$ cat src/rtl/pm2_dot_acc_pkg.sv
// pm2_dot_acc_pkg: shared state encoding and product width for the dot-product accumulator
package pm2_dot_acc_pkg;
    typedef enum logic {ACC, HOLD} state_t;
    localparam int PROD_W = 4;
endpackage

$ cat src/rtl/pm2.sv
// pm2: 2x2-bit unsigned multiplier producing a 4-bit product
module pm2
    import pm2_dot_acc_pkg::*;
(
    input  logic [1:0]        a,
    input  logic [1:0]        b,
    output logic [PROD_W-1:0] p
);
    assign p = PROD_W'(a) * PROD_W'(b);
endmodule

$ cat src/rtl/pm2_dot_acc.sv
// pm2_dot_acc: accumulates N_TERMS pm2 products into a saturating result with valid/ready output
module pm2_dot_acc
    import pm2_dot_acc_pkg::*;
#(
    parameter int N_TERMS = 4,
    parameter int ACC_W   = 8
) (
    input  logic             clk,
    input  logic             rst,
    input  logic             in_valid,
    output logic             in_ready,
    input  logic [1:0]       a,
    input  logic [1:0]       b,
    output logic             out_valid,
    input  logic             out_ready,
    output logic [ACC_W-1:0] sum,
    output logic             sat
);
    localparam int CNT_W = (N_TERMS > 1) ? $clog2(N_TERMS) : 1;

    state_t             r_state;
    state_t             w_state_next;
    logic [CNT_W-1:0]   r_cnt;
    logic [ACC_W-1:0]   r_acc;
    logic               r_sticky;
    logic [PROD_W-1:0]  w_prod;
    logic [ACC_W:0]     w_add;
    logic               w_clamp;
    logic [ACC_W-1:0]   w_acc_next;
    logic               w_accept;
    logic               w_last;

    pm2 u_pm2 (.a(a), .b(b), .p(w_prod));

    // one extra bit on the add exposes overflow; clamp to all-ones when it is set
    assign w_add      = {1'b0, r_acc} + (ACC_W+1)'(w_prod);
    assign w_clamp    = w_add[ACC_W];
    assign w_acc_next = w_clamp ? '1 : w_add[ACC_W-1:0];
    assign in_ready   = (r_state == ACC);
    assign out_valid  = (r_state == HOLD);
    assign w_accept   = in_valid && in_ready;
    assign w_last     = (r_cnt == CNT_W'(N_TERMS-1));

    // next state: finish a result on the last accept, release it on the output handshake
    always_comb begin
        w_state_next = r_state;
        if (r_state == ACC && w_accept && w_last) w_state_next = HOLD;
        if (r_state == HOLD && out_ready)         w_state_next = ACC;
    end

    // state register
    always_ff @(posedge clk or posedge rst) begin
        if (rst) r_state <= ACC;
        else     r_state <= w_state_next;
    end

    // accumulate accepted products; on the last term publish the result and clear for the next
    always_ff @(posedge clk or posedge rst) begin
        if (rst) begin
            r_cnt    <= '0;
            r_acc    <= '0;
            r_sticky <= 1'b0;
            sum      <= '0;
            sat      <= 1'b0;
        end else if (w_accept) begin
            if (w_last) begin
                sum      <= w_acc_next;
                sat      <= r_sticky | w_clamp;
                r_cnt    <= '0;
                r_acc    <= '0;
                r_sticky <= 1'b0;
            end else begin
                r_cnt    <= r_cnt + CNT_W'(1);
                r_acc    <= w_acc_next;
                r_sticky <= r_sticky | w_clamp;
            end
        end
    end
endmodule

$ cat config.mk
export PLATFORM = sky130hd
export DESIGN_NAME = pm2_dot_acc
export DESIGN_NICKNAME = d
export VERILOG_FILES = /design/src/rtl/pm2_dot_acc_pkg.sv /design/src/rtl/pm2.sv /design/src/rtl/pm2_dot_acc.sv
export SDC_FILE = /design/constraint.sdc
export NUM_CORES = 1
export LEC_CHECK = 0
export ABC_AREA = 1
export CAP_MARGIN = 10
export CELL_PAD_IN_SITES_DETAIL_PLACEMENT = 0
export CELL_PAD_IN_SITES_GLOBAL_PLACEMENT = 2
export CORE_ASPECT_RATIO = 0.5
export CORE_UTILIZATION = 31
export DETAILED_ROUTE_END_ITERATION = 16
export PLACE_DENSITY = 0.77
export SLEW_MARGIN = 10
export SYNTH_ARGS = -nofsm -noshare
export SYNTH_HDL_FRONTEND = slang
export SYNTH_HIERARCHICAL = 1
export SYNTH_SLANG_ARGS = --single-unit
$ cat constraint.sdc
create_clock -name clk -period 2.3 [get_ports clk]
set_input_delay 0.345 -clock clk [delete_from_list [all_inputs] [get_ports clk]]
set_output_delay 0.345 -clock clk [all_outputs]
set_load 0.03 [all_outputs]
## Word level (Yosys, flattened, before mapping)

Index checks and enable logic that the tools add are counted.

| cells by class | value |
|---|---|
| $add $sub $neg | 2 |
| multiply operators | 1 |
| equality and inequality tests | 1 |
| muxes and demuxes | 6 |
| bitwise operators | 2 |
| reduce and logical (&&, ||, !) cells | 6 |

Operators with widths:

| kind | number |
|---|---|
| $mux W8 | 2 |
| $add A8 B4 Y9 | 1 |
| $logic_and A1 B1 Y1 | 4 |
| $mul A2 B2 Y4 | 1 |
| $mux W1 | 3 |
| $add A2 B1 Y2 const B | 1 |
| $eq A2 B2 Y1 const B | 1 |
| $mux W2 | 1 |
| $reduce_and A2 Y1 | 1 |
| $reduce_bool A2 Y1 | 1 |
| $not A1 Y1 | 1 |
| $or A1 B1 Y1 | 1 |

| storage, ports and cells | value |
|---|---|
| bits in registers | 21 |
| logic and storage cells | 24 |

## Depth between registers and ports, before layout

Gate-level depths: netlist of the first run.

| depth | value |
|---|---|
| depth after elaboration | 6 |
| gate-level depth with buffers | 13 |

## Cells and area by module

The synthesis of the first run kept the hierarchy.

By module, submodules not included:

| module | instances | cells an instance | area an instance (µm²) | seq. area each (µm²) |
|---|---|---|---|---|
| pm2_dot_acc | 1 | 138 | 1,159.9 | 525.5 |
| pm2 | 1 | 10 | 55.1 | 0.0 |

## Worst setup path before layout of the first run

Ideal clock, no wire load.

| timing | value |
|---|---|
| path type | in2reg |
| start | input port a[0] |
| end | register sum[5] |
| setup time | 0.117 ns |
| data arrival time | 1.784 ns |
| required time | 2.183 ns |
| slack | 0.400 ns |
| stages | 12 |
| buffers on the path | 0 |
| cells stage by stage | nand2_1 > inv_1 > ha_1 > ha_1 > ha_1 > or2_1 > nand3_1 > nand2_1 > nand2_1 > nand3_2 > nand2_1 > nand2_1 |

| on the way | value |
|---|---|
| longest elaborated chain between the ends | 3 |

Ends and longest elaborated chain:

| item | line | source |
|---|---|---|
| start: declaration | pm2_dot_acc.sv:12 | `input logic [1:0] a,` |
| $mul A2 B2 Y4 | pm2.sv:9 | `assign p = PROD_W'(a) * PROD_W'(b);` |
| net w_prod[2] | pm2_dot_acc.sv:26 | `logic [PROD_W-1:0] w_prod;` |
| $add A8 B4 Y9 | pm2_dot_acc.sv:36 | `assign w_add = {1'b0, r_acc} + (ACC_W+1)'(w_prod);` |
| $mux W8 | pm2_dot_acc.sv:38 | `assign w_acc_next = w_clamp ? '1 : w_add[ACC_W-1:0];` |
| end signal: assignment | pm2_dot_acc.sv:67 | `sum <= w_acc_next;` |
| end: declaration | pm2_dot_acc.sv:16 | `output logic [ACC_W-1:0] sum,` |

The timed path passes the listed nets, and every way through them passes these cells.
A chain may end at the register's enable or synchronous reset.

## Worst setup path in the final report of the first run

| timing | value |
|---|---|
| start | input port a[0] |
| end | register sum[7] |

The elaborated chain is that of the path after synthesis.

==> flow_metrics.env, run 1 <==
export IMPL_vdd_drop_max_v=0.000589
export IMPL_drt_pass1_iterations=4
export IMPL_grt_overflow_total=0
export IMPL_drt_iter0_drc=33
export IMPL_path_max_fanout=4
export IMPL_synth_top_area_share=0.433
export IMPL_netlist_top_cells_area="dfrtp_1, nand2_1, ha_1"
export IMPL_wl_per_cell_um=11.5
export IMPL_fin_crit_sh=0.929
export IMPL_drive_gt1_frac=0.183
export IMPL_worstSetupStartpointType="primary input"
export IMPL_syn_to_final_growth_pct=28.2
export IMPL_worst_path_max_delay_cell="clkdlybuf4s50_1"
export IMPL_vias=959
export IMPL_crit_path_frequent_cell="nand2_1"
export IMPL_fin_nets=192
export IMPL_slew_viol_final=0
export IMPL_synth_area_per_cell_um2=8.21
export IMPL_cp_top_family="simple AND/OR/NAND/NOR gates"
export IMPL_dp_cells=222
export IMPL_routed_via_density=4.24
export IMPL_grt_max_degree=22
export IMPL_cts_repair_resized=0
export IMPL_fillers=376
export IMPL_ys_warn_count=6
export IMPL_ys_ff_latch=21
export IMPL_clock_sinks=21
export IMPL_layout_setup_ws_ps=162
export IMPL_ys_types=24
export IMPL_initial_core_util=0.339
export IMPL_netlist_instances=148
export IMPL_instances_no_fill=226
export IMPL_pre_cts_ws_ps=-172
export IMPL_crit_path_start="a[0]"
export IMPL_crit_buf_inv=2
export IMPL_fin_skew_ps=10.0
export IMPL_min_path_type="in -> async"
export IMPL_grt_first_pass_wirelength_mm=4.35
export IMPL_drc_errors=0
export IMPL_cts_inserted_buffers=3
export IMPL_multiInputGateArea_um2=626
export IMPL_clk_insertion_delay_late_ps=270
export IMPL_die_height_um=46.3
export IMPL_routed_wl_mm=2.60
export IMPL_clk_path_buf_depth=2
export IMPL_antennaDiodeCount=0
export IMPL_critical_path_class="in -> reg"
export IMPL_crit_path_cell_trace="clkdlybuf4s50_1 -> nand2_1 -> inv_1 -> ha_1 -> ha_1 -> ha_4 -> or2_4 -> nand3_1 -> nand2_1 -> nand2_1 -> nand3_2 -> nand2_1 -> nand2_1"
export IMPL_die_area_um2=4190
export IMPL_rr_startpoint="r_acc[0]"
export IMPL_die_w_um=90.5
export IMPL_post_cts_setup_buffers=0
export IMPL_worst_pin_slew_ps=314
export IMPL_core_um2=3580
export IMPL_fmax_mhz=468
export IMPL_path_clk_slew_ps=80
export IMPL_hpwl_mm=1.97
export IMPL_io_pins=19
export IMPL_cts_hold_buffers=0
export IMPL_rsz0062_at_grt="false"
export IMPL_cts_root_buf="clkbuf_8"
export IMPL_core_rowCount=15
export IMPL_final_antenna_net_count=0
export IMPL_io_buffers=18
export IMPL_grt_pass1_vias=913
export IMPL_power_density_nw_per_um2=1090
export IMPL_setup_viol_count_final=0
export IMPL_regArea_um2=526
export IMPL_antenna_found_initial=0
export IMPL_placed_cell_area_um2=1500
export IMPL_htree_num_levels=1
export IMPL_final_cell_area_um2=1560
export IMPL_grt_use_total=0.138
export IMPL_ys_seq_area_frac=0.433
export IMPL_period_needed_ps=2140
export IMPL_leakage_uw=0.000863
export IMPL_synth_largest_area_cell="dfrtp_1"
export IMPL_cts_tree="yes"
export IMPL_place_congestion=0.706
export IMPL_crit_required_ps=2450
export IMPL_cpPeakStageDelay_ps=420
export IMPL_syn_area_um2=1210
export IMPL_synth_net_count=164
export IMPL_cap_viol_max_count=0
export IMPL_final_hold_viol_count=0
export IMPL_status="finished clean"
export IMPL_endpoint_kind="flip-flop"
export IMPL_cp_arrival_ps=2290
export IMPL_slew_headroom=0.790
export IMPL_reg2reg_slack_ps=500
[where the power goes]
| part | internal (uW) | total [uW] | switching [uW] |
|---|---|---|---|
| clock network | 121 | 246 | 125 |
| logic | 356 | 845 | 489 |
| registers | 499 | 604 | 105 |
[flip-flops by register name, indices dropped and copies added, names as in the netlist]
signal and cells:
r_cnt 2, r_sticky 1, out_valid 1, sum 8, sat 1, r_acc 8
[metal layers]
layer | up-vias | part of all wire | global-route usage
met5 | - | 0 | 0
met4 | 0 | 0.0073 | 0.0387
met2 | 16 | 0.36 | 0.192
li1 | 521 | - | -
met3 | 3 | 0.033 | 0.0297
met1 | 419 | 0.60 | 0.211
[worst min-delay path: cells and delay by family]
family | cells | cell delay, ps
buf+inv | 3 | 710
[area by class of cell]
type	instances	share of cell area
Clock inverter	1	0.00321
Timing Repair Buffer	24	0.145
Multi-Input combinational cell	107	0.402
Inverter	19	0.0458
Tap cell	51	0.0410
Clock buffer	3	0.0265
Sequential cell	21	0.337
[path summary, 6_finish.rpt]
check,end,cells past startpoint
setup / recovery,sum[7],13
hold / removal,sum[3],3
setup reg to reg,sum[7],8
hold reg to reg,sum[0],2
max in group asynchronous,r_sticky,3
min in group clk,sum[0],2
[synthesized netlist by cell type (all sizes together)]
library cell  number
buf                1
dfrtp             21
clkinv             1
nor3               1
inv               18
nand2             66
nand4              1
or2                1
nand3b             1
nor2               5
ha                 7
a21oi              3
o21a               2
a22o               2
fa                 1
o21ai              6
nand3             11
[layout by cell type, fill, tap and decap left out, drive strengths merged]
cell type / n
nand4: 1
or2: 1
a21oi: 3
dfrtp: 21
fa: 1
inv: 18
clkinv: 2
nor2: 5
nand2: 66
clkbuf: 3
nor3: 1
o21ai: 6
clkdlybuf4s50: 18
nand3b: 1
ha: 7
buf: 6
nand3: 11
o21a: 2
a22o: 2
[through the flow]
step,utilization,hold slack (ps),total power (uW),setup TNS (ps)
after floorplan,-,322,1150,0
after global placement,0.417,462,1440,-2040
after detailed placement,0.417,465,1440,-2030
after CTS,0.430,409,1700,0
after global routing,0.435,436,1830,0
final,0.435,398,1690,0
[cells by family after synthesis]
family / after synthesis / synth area share
DFF: 21 / 0.433
and+or+nand+nor: 86 / 0.341
AOI/OAI and AO/OA: 13 / 0.0731
buffers and inverters: 20 / 0.0649
adders and majority gates: 8 / 0.0886
(Power assumes the default switching activity.)
==> inputs of run 2 (changes only) <==
Settings changed: PLACE_DENSITY 0.77 to 0.87.
==> flow_metrics.env, run 2 (synthesized netlist as in run 1, its figures left out) <==
export IMPL_status="finished clean"
export IMPL_pwr_share_seq=0.357
export IMPL_clk_insertion_delay_late_ps=260
export IMPL_antenna_found_initial=0
export IMPL_grt_max_degree=22
export IMPL_routed_via_density=4.33
export IMPL_layout_common_cells="nand2_1, dfrtp_1, clkdlybuf4s50_1"
export IMPL_pre_cts_ws_ps=-171
export IMPL_grt_first_pass_wirelength_mm=4.31
export IMPL_drt_pass1_iterations=4
export IMPL_layout_setup_ws_ps=167
export IMPL_path_max_fanout=9
export IMPL_clk_path_buf_depth=2
export IMPL_slew_headroom=0.792
export IMPL_routed_wl_mm=2.48
export IMPL_cts_hold_buffers=0
export IMPL_cp_top_family="adder cells"
export IMPL_drive_gt1_frac=0.172
export IMPL_htree_num_levels=1
export IMPL_fmax_mhz=469
export IMPL_final_common_cell="nand2_1"
export IMPL_final_util=0.432
export IMPL_crit_buf_inv=2
export IMPL_vias=975
export IMPL_switching_power_uw=702
export IMPL_wl_per_cell_um=11.0
export IMPL_core_um2=3580
export IMPL_core_rowCount=15
export IMPL_place_congestion=0.727
export IMPL_cts_inserted_buffers=3
export IMPL_worst_pin_slew_ps=311
export IMPL_period_needed_ps=2130
export IMPL_slew_viol_final=0
export IMPL_critical_path_class="in -> reg"
export IMPL_drc_errors=0
export IMPL_rsz0062_at_grt="false"
export IMPL_cpPeakStageDelay_ps=420
export IMPL_worst_path_max_delay_cell="fa_1"
export IMPL_grt_use_total=0.138
export IMPL_reg2reg_slack_ps=510
export IMPL_leakage_uw=0.000855
export IMPL_worstSetupStartpointType="primary input"
export IMPL_grt_pass1_vias=892
export IMPL_min_path_type="in -> async"
export IMPL_fin_skew_ps=3.93
export IMPL_hpwl_mm=1.90
export IMPL_reg_top3="r_acc (8), sum (8), r_cnt (2)"
export IMPL_crit_path_cell_trace="clkdlybuf4s50_1 -> nand2_1 -> inv_1 -> ha_1 -> fa_1 -> nand3_1 -> nand2_2 -> nand2_4 -> nand2_2 -> a22o_1"
export IMPL_io_pins=19
export IMPL_clock_sinks=21
export IMPL_final_antenna_net_count=0
export IMPL_dp_cells=221
export IMPL_cts_tree="yes"
export IMPL_fin_crit_sh=0.927
export IMPL_syn_to_final_growth_pct=27.5
export IMPL_cp_arrival_ps=2290
export IMPL_path_clk_slew_ps=70
export IMPL_crit_path_frequent_cell="nand2_2"
export IMPL_instances_no_fill=225
export IMPL_p_sw_frac=0.418
export IMPL_vdd_drop_max_v=0.000593
export IMPL_drt_iter0_drc=21
export IMPL_whs_ps=406
export IMPL_power_frac_comb=0.501
export IMPL_crit_required_ps=2450
export IMPL_die_height_um=46.3
export IMPL_setup_viol_count_final=0
export IMPL_fin_nets=191
export IMPL_die_area_um2=4190
export IMPL_final_hold_viol_count=0
export IMPL_antennaDiodeCount=0
export IMPL_die_w_um=90.5
export IMPL_p_clk_frac=0.142
export IMPL_cap_viol_max_count=0
export IMPL_cts_root_buf="clkbuf_8"
export IMPL_io_buffers=18
export IMPL_intPower_uw=979
export IMPL_endpoint_kind="flip-flop"
export IMPL_power_density_nw_per_um2=1090
export IMPL_initial_core_util=0.339
export IMPL_grt_overflow_total=0
run 2: changes by cell type in the layout (fill, tap and decap cells not counted), sizes merged:
cell	change
buf	-1
clkbuf	+1
clkinv	-1
run 2: layout make-up:
class,instances,area [um2]
timing repair buffer,23,218
clock buffer,4,45.0
tap,51,63.8
multi-input combinational,107,626
fill,360,2040
inverter,19,71.3
sequential,21,526
run 2: tightest hold or removal path, stage by stage:
cell and delay [ps]:
clkdlybuf4s50_1 390, inv_1 50, buf_4 270
run 2: power by group through the flow:
stage          logic, uW  registers (uW)  clock network (uW)
3_5_place_dp         834             605                   0
3_3_place_gp         833             605                   0
5_1_grt              949             620                 262
4_1_cts              841             598                 246
2_1_floorplan        444             707                   0
6_report             842             601                 238
run 2: through the flow:
| stage | setup TNS, ps | total power, uW | area, um2 |
|---|---|---|---|
| 2_1_floorplan | 0 | 1150 | 1210 |
| 3_3_place_gp | -1830 | 1440 | 1490 |
| 3_5_place_dp | -1750 | 1440 | 1490 |
| 4_1_cts | 0 | 1680 | 1530 |
| 5_1_grt | 0 | 1830 | 1550 |
| 6_report | 0 | 1680 | 1550 |
run 2: final timing paths:
check,endpoint,from,depth (start not counted)
max,r_acc[1],a[0],10
min,sum[0],rst,3
max reg2reg,r_acc[1],r_acc[0],7
min reg2reg,sum[6],sum[6],2
max in group asynchronous,r_cnt[0],rst,3
min in group clk,sum[6],sum[6],2
run 2: what timing repair did:
item | in CTS | in global routing
setup endpoints to repair | 0 | 3
resized for setup | 0 | 2
buffers inserted | 0 | 0
run 2: per-layer routing:
layer | GRT usage | part of all wire
met1 | 0.198 | 0.57
met2 | 0.200 | 0.38
met3 | 0.0380 | 0.037
met4 | 0.0484 | 0.017
met5 | 0 | 0
==> variant 1: new RTL, settings of run 1 <==
Change the parameter `ACC_W` from 8 to 6.
--- a/src/rtl/pm2_dot_acc.sv
+++ b/src/rtl/pm2_dot_acc.sv
@@ -3,7 +3,7 @@
     import pm2_dot_acc_pkg::*;
 #(
     parameter int N_TERMS = 4,
-    parameter int ACC_W   = 8
+    parameter int ACC_W   = 6
 ) (
     input  logic             clk,
     input  logic             rst,
Interface: changed (resized sum); port bits go from 19 to 17. The function was not compared with the original's and may differ.
==> variant 1 against run 1 <==
  * Maximum frequency decreased by 0.71%
  * Sequential power decreased by 19%
  * Worst setup slack got worse by 0.015 ns
  * Largest cell class unchanged
  * Cell count decreased by 19%
  * Non-clock buffer count decreased by 4
  * Area after synthesis decreased by 22%
  * Power decreased by 21%
  * Design area decreased by 22%
  * Sequential cell count decreased by 4
  * Global-route usage increased by 0.36 points
  * Wire length decreased by 25%
  * Clock skew decreased by 0.0070 ns
  * Critical path depth decreased by 1
  * Largest power group unchanged
  * Via count decreased by 18%
==> variant 1: results (changes against run 1) <==
| Metric | Value |
|---|---|
| WP data arrival | 2.34 ns (+0.05 ns) |
| Worst Tran Pin Value | 0.646 ns (+0.332 ns) |
| Vias per inst | 4.31 (+1.6%) |
| Initial antenna violation count | 0 (unchanged) |
| R2r endpoint | sum[5]$_DFFE_PP0P_ |
| Clock Skews | 0.00305 ns (-0.00696 ns) |
| Vias in the first global route | 711 (-22%) |
| Worst R2R Path Depth | 8 (unchanged) |
| All-Layer GR Usage | 0.142 (+0.00358) |
| Slowest-stage cell, CP | clkdlybuf4s50_1 |
| Most instantiated cells after synthesis | nand2_1 (57), dfrtp_1 (17), inv_1 (16) |
| RD Place Congestion | 0.702 (-0.57%) |
| CP max FO | 6 (+2) |
| Status | completed |
| CTS Buf Count | 3 (unchanged) |
| Port Buf Inserts | 16 (-2) |
| Top Registers | r_acc x6, sum x6, r_cnt x2 |
| Clk slew on worst S/H paths | 0.06 ns (-0.02 ns) |
| Synth area leaders | dfrtp_1 (45%), nand2_1 (22%), ha_1 (9.2%) |
| Worst hold path class | input port to async pin |
| Sequential share of the synthesized area | 0.447 (+0.0142) |
| Final nets | 163 (-15%) |
| Post-Synthesis Net Count | 139 (-15%) |
| Static leakage | 0.690 nW (-20%) |
| VDD IR max | 0.621 mV (+5.5%) |
| Dpl hpwl | 1.52 mm (-23%) |
| 1st-iter DRT viols | 23 (-30%) |
| Ratio of cells with drive above 1 in the final layout | 0.0822 (-0.101) |
| Post-Route WL | 1.95 mm (-25%) |
| Root Driver | clkbuf_8 |
| Met2 routed wirelength | 724 um (-22%) |
| Top delay family on crit path | adder cells |
| Met3 WL post-DR | 98 um (+14%) |
| Library cells used by synthesis | 18 (-25%) |
| Cells after DPL | 179 (-19%) |
| Drt wl/cell | 10.6 um (-7.4%) |
| Reg-to-reg slack, setup | 0.58 ns (+0.08 ns) |
| Clock Latency Late Sink | 0.25 ns (-0.02 ns) |
| Cells after Synth | 123 (-17%) |
| Dpl ws | -0.124 ns (+0.0474 ns) |
| Metal1 wirelength | 1.11 mm (-29%) |
| First-pass GRT wire length | 3.35 mm (-23%) |
| Largest net degree at the start of global routing | 18 (-18%) |
## variant 1: worst max path at each step
stage	from	to	slack (ns)	cells past startpoint
detailed placement	a[0]	sum[2]$_DFFE_PP0P_	-0.12	12
global placement	a[0]	sum[2]$_DFFE_PP0P_	-0.15	12
global route	a[1]	sum[2]$_DFFE_PP0P_	-0.03	12
CTS	a[0]	sum[2]$_DFFE_PP0P_	0.12	12
finish	a[0]	r_acc[2]$_DFFE_PP0P_	0.15	12
floorplan	a[0]	sum[3]$_DFFE_PP0P_	0.50	12
## variant 1: area by class of cell
cell class	count	area, sq um
clock buffers	4	45.0
fillers	278	1530
inverters	18	67.6
well taps	37	46.3
flip-flops and latches	17	425
repair buffers	20	190
multi-input cells	87	448
## variant 1: cell families (layout without fill, tap and decap cells)
group,count (synthesis),count (layout),synth area share
simple gates,70,70,0.308
buf+inv,19,42,0.0828
flops,17,17,0.447
compound gates,9,9,0.0499
fa+ha+maj,8,8,0.113
## variant 1: worst reg2reg max path: cells and delay by family, from the launching register on
kind	cells	cell delay, ns
adder cells (fa/ha/maj)	2	0.64
AND/OR/NAND/NOR	6	0.61
flip-flops	1	0.38
## variant 1: repair_timing
action,4_1_cts,5_1_grt
buffers inserted,0,0
endpoints found under the setup margin,0,5
resized for setup,0,1
## variant 1: layer usage
metal	vias to the layer above	track usage
met5	-	0
met1	342	0.207
li1	427	-
met4	0	0.0268
met2	18	0.201
met3	2	0.0467
## variant 1: stage by stage
| step | hold WS [ns] | utilization | area [sq um] | power, mW |
|---|---|---|---|---|
| global route | 0.500 | 0.445 | 1220 | 1.46 |
| global placement | 0.465 | 0.428 | 1180 | 1.14 |
| detailed placement | 0.468 | 0.428 | 1180 | 1.13 |
| CTS | 0.488 | 0.445 | 1220 | 1.36 |
| finish | 0.477 | 0.445 | 1220 | 1.34 |
| floorplan | 0.271 | - | 952 | 0.890 |
## variant 1: power by group
| group | switching (mW) | internal (mW) |
|---|---|---|
| Combinational | 0.370 | 0.262 |
| Clock | 0.0953 | 0.123 |
| Sequential | 0.0835 | 0.407 |
| Total | 0.548 | 0.792 |
==> variant 2: new RTL, flow settings as in run 1 <==
Made on the original files. Make the reset (`rst`) synchronous in 2 clocked blocks.
--- a/src/rtl/pm2_dot_acc.sv
+++ b/src/rtl/pm2_dot_acc.sv
@@ -49,13 +49,13 @@
     end
 
     // state register
-    always_ff @(posedge clk or posedge rst) begin
+    always_ff @(posedge clk) begin
         if (rst) r_state <= ACC;
         else     r_state <= w_state_next;
     end
 
     // accumulate accepted products; on the last term publish the result and clear for the next
-    always_ff @(posedge clk or posedge rst) begin
+    always_ff @(posedge clk) begin
         if (rst) begin
             r_cnt    <= '0;
             r_acc    <= '0;
Function: differs if rst is asserted again (counterexample within 10 cycles, from zero or initial values and one cycle with rst high); with rst held inactive, the same outputs for 10 cycles.
==> variant 2 against run 1 <==
  * Global-route usage increased by 1.0 points
  * Area after synthesis decreased by 9.9%
  * Sequential cell count unchanged
  * Count of clock-buffer cells in the layout increased by 1
  * Wire length decreased by 2.0%
  * Worst setup slack got worse by 0.040 ns
  * Design area decreased by 4.7%
  * Cell count unchanged
  * Die area decreased by 9.6%
  * First-iteration DRC count decreased by 36%
  * Critical endpoint is now sum[7]$_SDFFE_PP0P_
Power is not compared: it rests on default switching activity, and its combinational part moved more than twofold at a synthesized area within 25%.
==> variant 2: results (changes against run 1) <==
| Metric | Value |
|---|---|
| Worst hold path class | flop to flop |
| Synth Area in Compound Gates | 0.119 (+0.0457) |
| Diodes inserted | 0 (unchanged) |
| Most instantiated cells after synthesis | nand2_1 (52), dfxtp_1 (21), inv_1 (13) |
| Clock Latency Late Sink | 0.26 ns |
| CP max FO | 3 (-1) |
| CTS Buf Count | 3 (unchanged) |
| FFs w/ async S/R, synth | 0 (-1.00) |
| Synth area leaders | dfxtp_1 (38%), nand2_1 (18%), ha_1 (8.0%) |
| All-Layer GR Usage | 0.149 (+0.0104) |
| Status | completed |
| Top FF cell, synth | dfxtp_1 |
| WP data arrival | 2.33 ns (+0.04 ns) |
| Setup Fix Bufs, Post-CTS | 0 (unchanged) |
| Initial antenna violation count | 0 (unchanged) |
| Setup_tns | 0 ns (unchanged) |
| First-pass GRT wire length | 4.19 mm (-3.7%) |
| VDD IR max | 0.332 mV |
| Post-synthesis adder-cell area fraction | 0.0983 (+0.00972) |
| Root Driver | clkbuf_8 |
| XOR/XNOR share of the synthesized area | 0.00800 (+0.00800) |
| CTS max path bufs | 2 (unchanged) |
| Largest net degree at the start of global routing | 12 (-45%) |
| Post-synthesis mux area share | 0 (unchanged) |
| Placed cell areas | 1390 sq um (-7.4%) |
| Synth warn | 6 (unchanged) |
| Static leakage | 0.711 nW |
| Vias in the first global route | 888 (-2.7%) |
| Clock Skews | 0.00468 ns (-0.00533 ns) |
| CTS H-tree depth | 1 (unchanged) |
| DRT antenna net count | 0 (unchanged) |
| Sequential share of the synthesized area | 0.384 (-0.0485) |
| Clk slew on worst S/H paths | 0.07 ns |
| Drt wl/cell | 11.3 um (-2.0%) |
| RD Place Congestion | 0.728 (+3.2%) |
| Dpl hpwl | 1.93 mm (-1.8%) |
| 1st-pass router iterations | 4 (unchanged) |
| Fillcell total | 328 (-13%) |
| Top Registers | r_acc x8, sum x8, r_cnt x2 |
| Port Buf Inserts | 18 (unchanged) |
| Dpl ws | -0.239 ns (-0.0677 ns) |
| Slew Viols, Final | 0 (unchanged) |
| Via Count | 996 (+3.9%) |
| Worst Tran Pin Value | 0.334 ns (+0.0202 ns) |
| Ratio of cells with drive above 1 in the final layout | 0.191 (+0.00815) |
| 1st-iter DRT viols | 21 (-36%) |
| Post-Synthesis Net Count | 166 (+1.2%) |
| Final nets | 195 (+1.6%) |
| Library cells used by synthesis | 24 (unchanged) |
## variant 2: cell count changes after synthesis, sizes merged, moves of 2 or more
cell / before / now
inv: 18 / 16
o21a: 2 / 0
nor2: 5 / 9
a22o: 2 / 4
nand2: 66 / 54
o21ai: 6 / 3
a21oi: 3 / 11
dfrtp: 21 / 0
dfxtp: 0 / 21
or2: 1 / 5
## variant 2: final timing paths
kind	slack (ns)	startpoint	depth (start not counted)	end
worst min-delay path	0.45	sum[1]$_SDFFE_PP0P_	2	sum[1]$_SDFFE_PP0P_
worst max-delay path	0.12	a[0]	13	sum[7]$_SDFFE_PP0P_
worst max register to register	0.61	r_acc[0]$_SDFFE_PP0P_	9	r_acc[0]$_SDFFE_PP0P_
worst min register to register	0.45	sum[1]$_SDFFE_PP0P_	2	sum[1]$_SDFFE_PP0P_
## variant 2: kinds of logic (layout without fill, tap and decap cells)
family / count (synthesis) / count (layout)
AO/OA/AOI/OAI: 19 / 19
AND/OR/NAND/NOR: 83 / 83
XOR/XNOR: 1 / 1
buffers and inverters: 18 / 46
adder cells (fa/ha/maj): 8 / 8
flip-flops: 21 / 21
## variant 2: timing repair
item	CTS	global route
resized for setup	0	13
hold buffers	0	0
endpoints found under the setup margin	0	16
## variant 2: per-stage QoR
stage | hold WS (ns) | util | std cells | power [mW]
floorplan | 0.449 | - | 150 | 0.456
global placement | 0.438 | 0.437 | 222 | 0.507
detailed placement | 0.443 | 0.437 | 222 | 0.504
CTS | 0.458 | 0.451 | 226 | 0.745
global route | 0.478 | 0.468 | 226 | 0.786
finish | 0.453 | 0.468 | 226 | 0.742
## variant 2: area by class of cell
type | count | share of cell area
well taps | 48 | 0.0404
inverters | 16 | 0.0404
flip-flops and latches | 21 | 0.283
repair buffers | 26 | 0.162
clock buffers | 4 | 0.0303
multi-input cells | 111 | 0.444
## variant 2: power by group
group / switching [mW] / internal, mW / total (mW)
Sequential: 0.00802 / 0.374 / 0.382
Clock: 0.115 / 0.123 / 0.238
Combinational: 0.0650 / 0.0573 / 0.122
Total: 0.188 / 0.554 / 0.742
## variant 2: metal layers
layer  global-route usage  vias to the layer above  routed length, um
met2                0.187                       17                924
li1                     -                      539                  -
met5                    0                        -                  0
met3               0.0448                        2                122
met1                0.236                      438               1480
met4               0.0400                        0                 11
## variant 2: critical path, cell delays in order
cell and delay, ns:
clkdlybuf4s50_1 0.42, nand2_1 0.07, inv_1 0.04, ha_1 0.18, ha_1 0.27, ha_2 0.29
or2_4 0.25, nand3_1 0.10, nand2_1 0.06, nand2_1 0.07, nand3_2 0.09, nand2_1 0.09
nand2_1 0.05
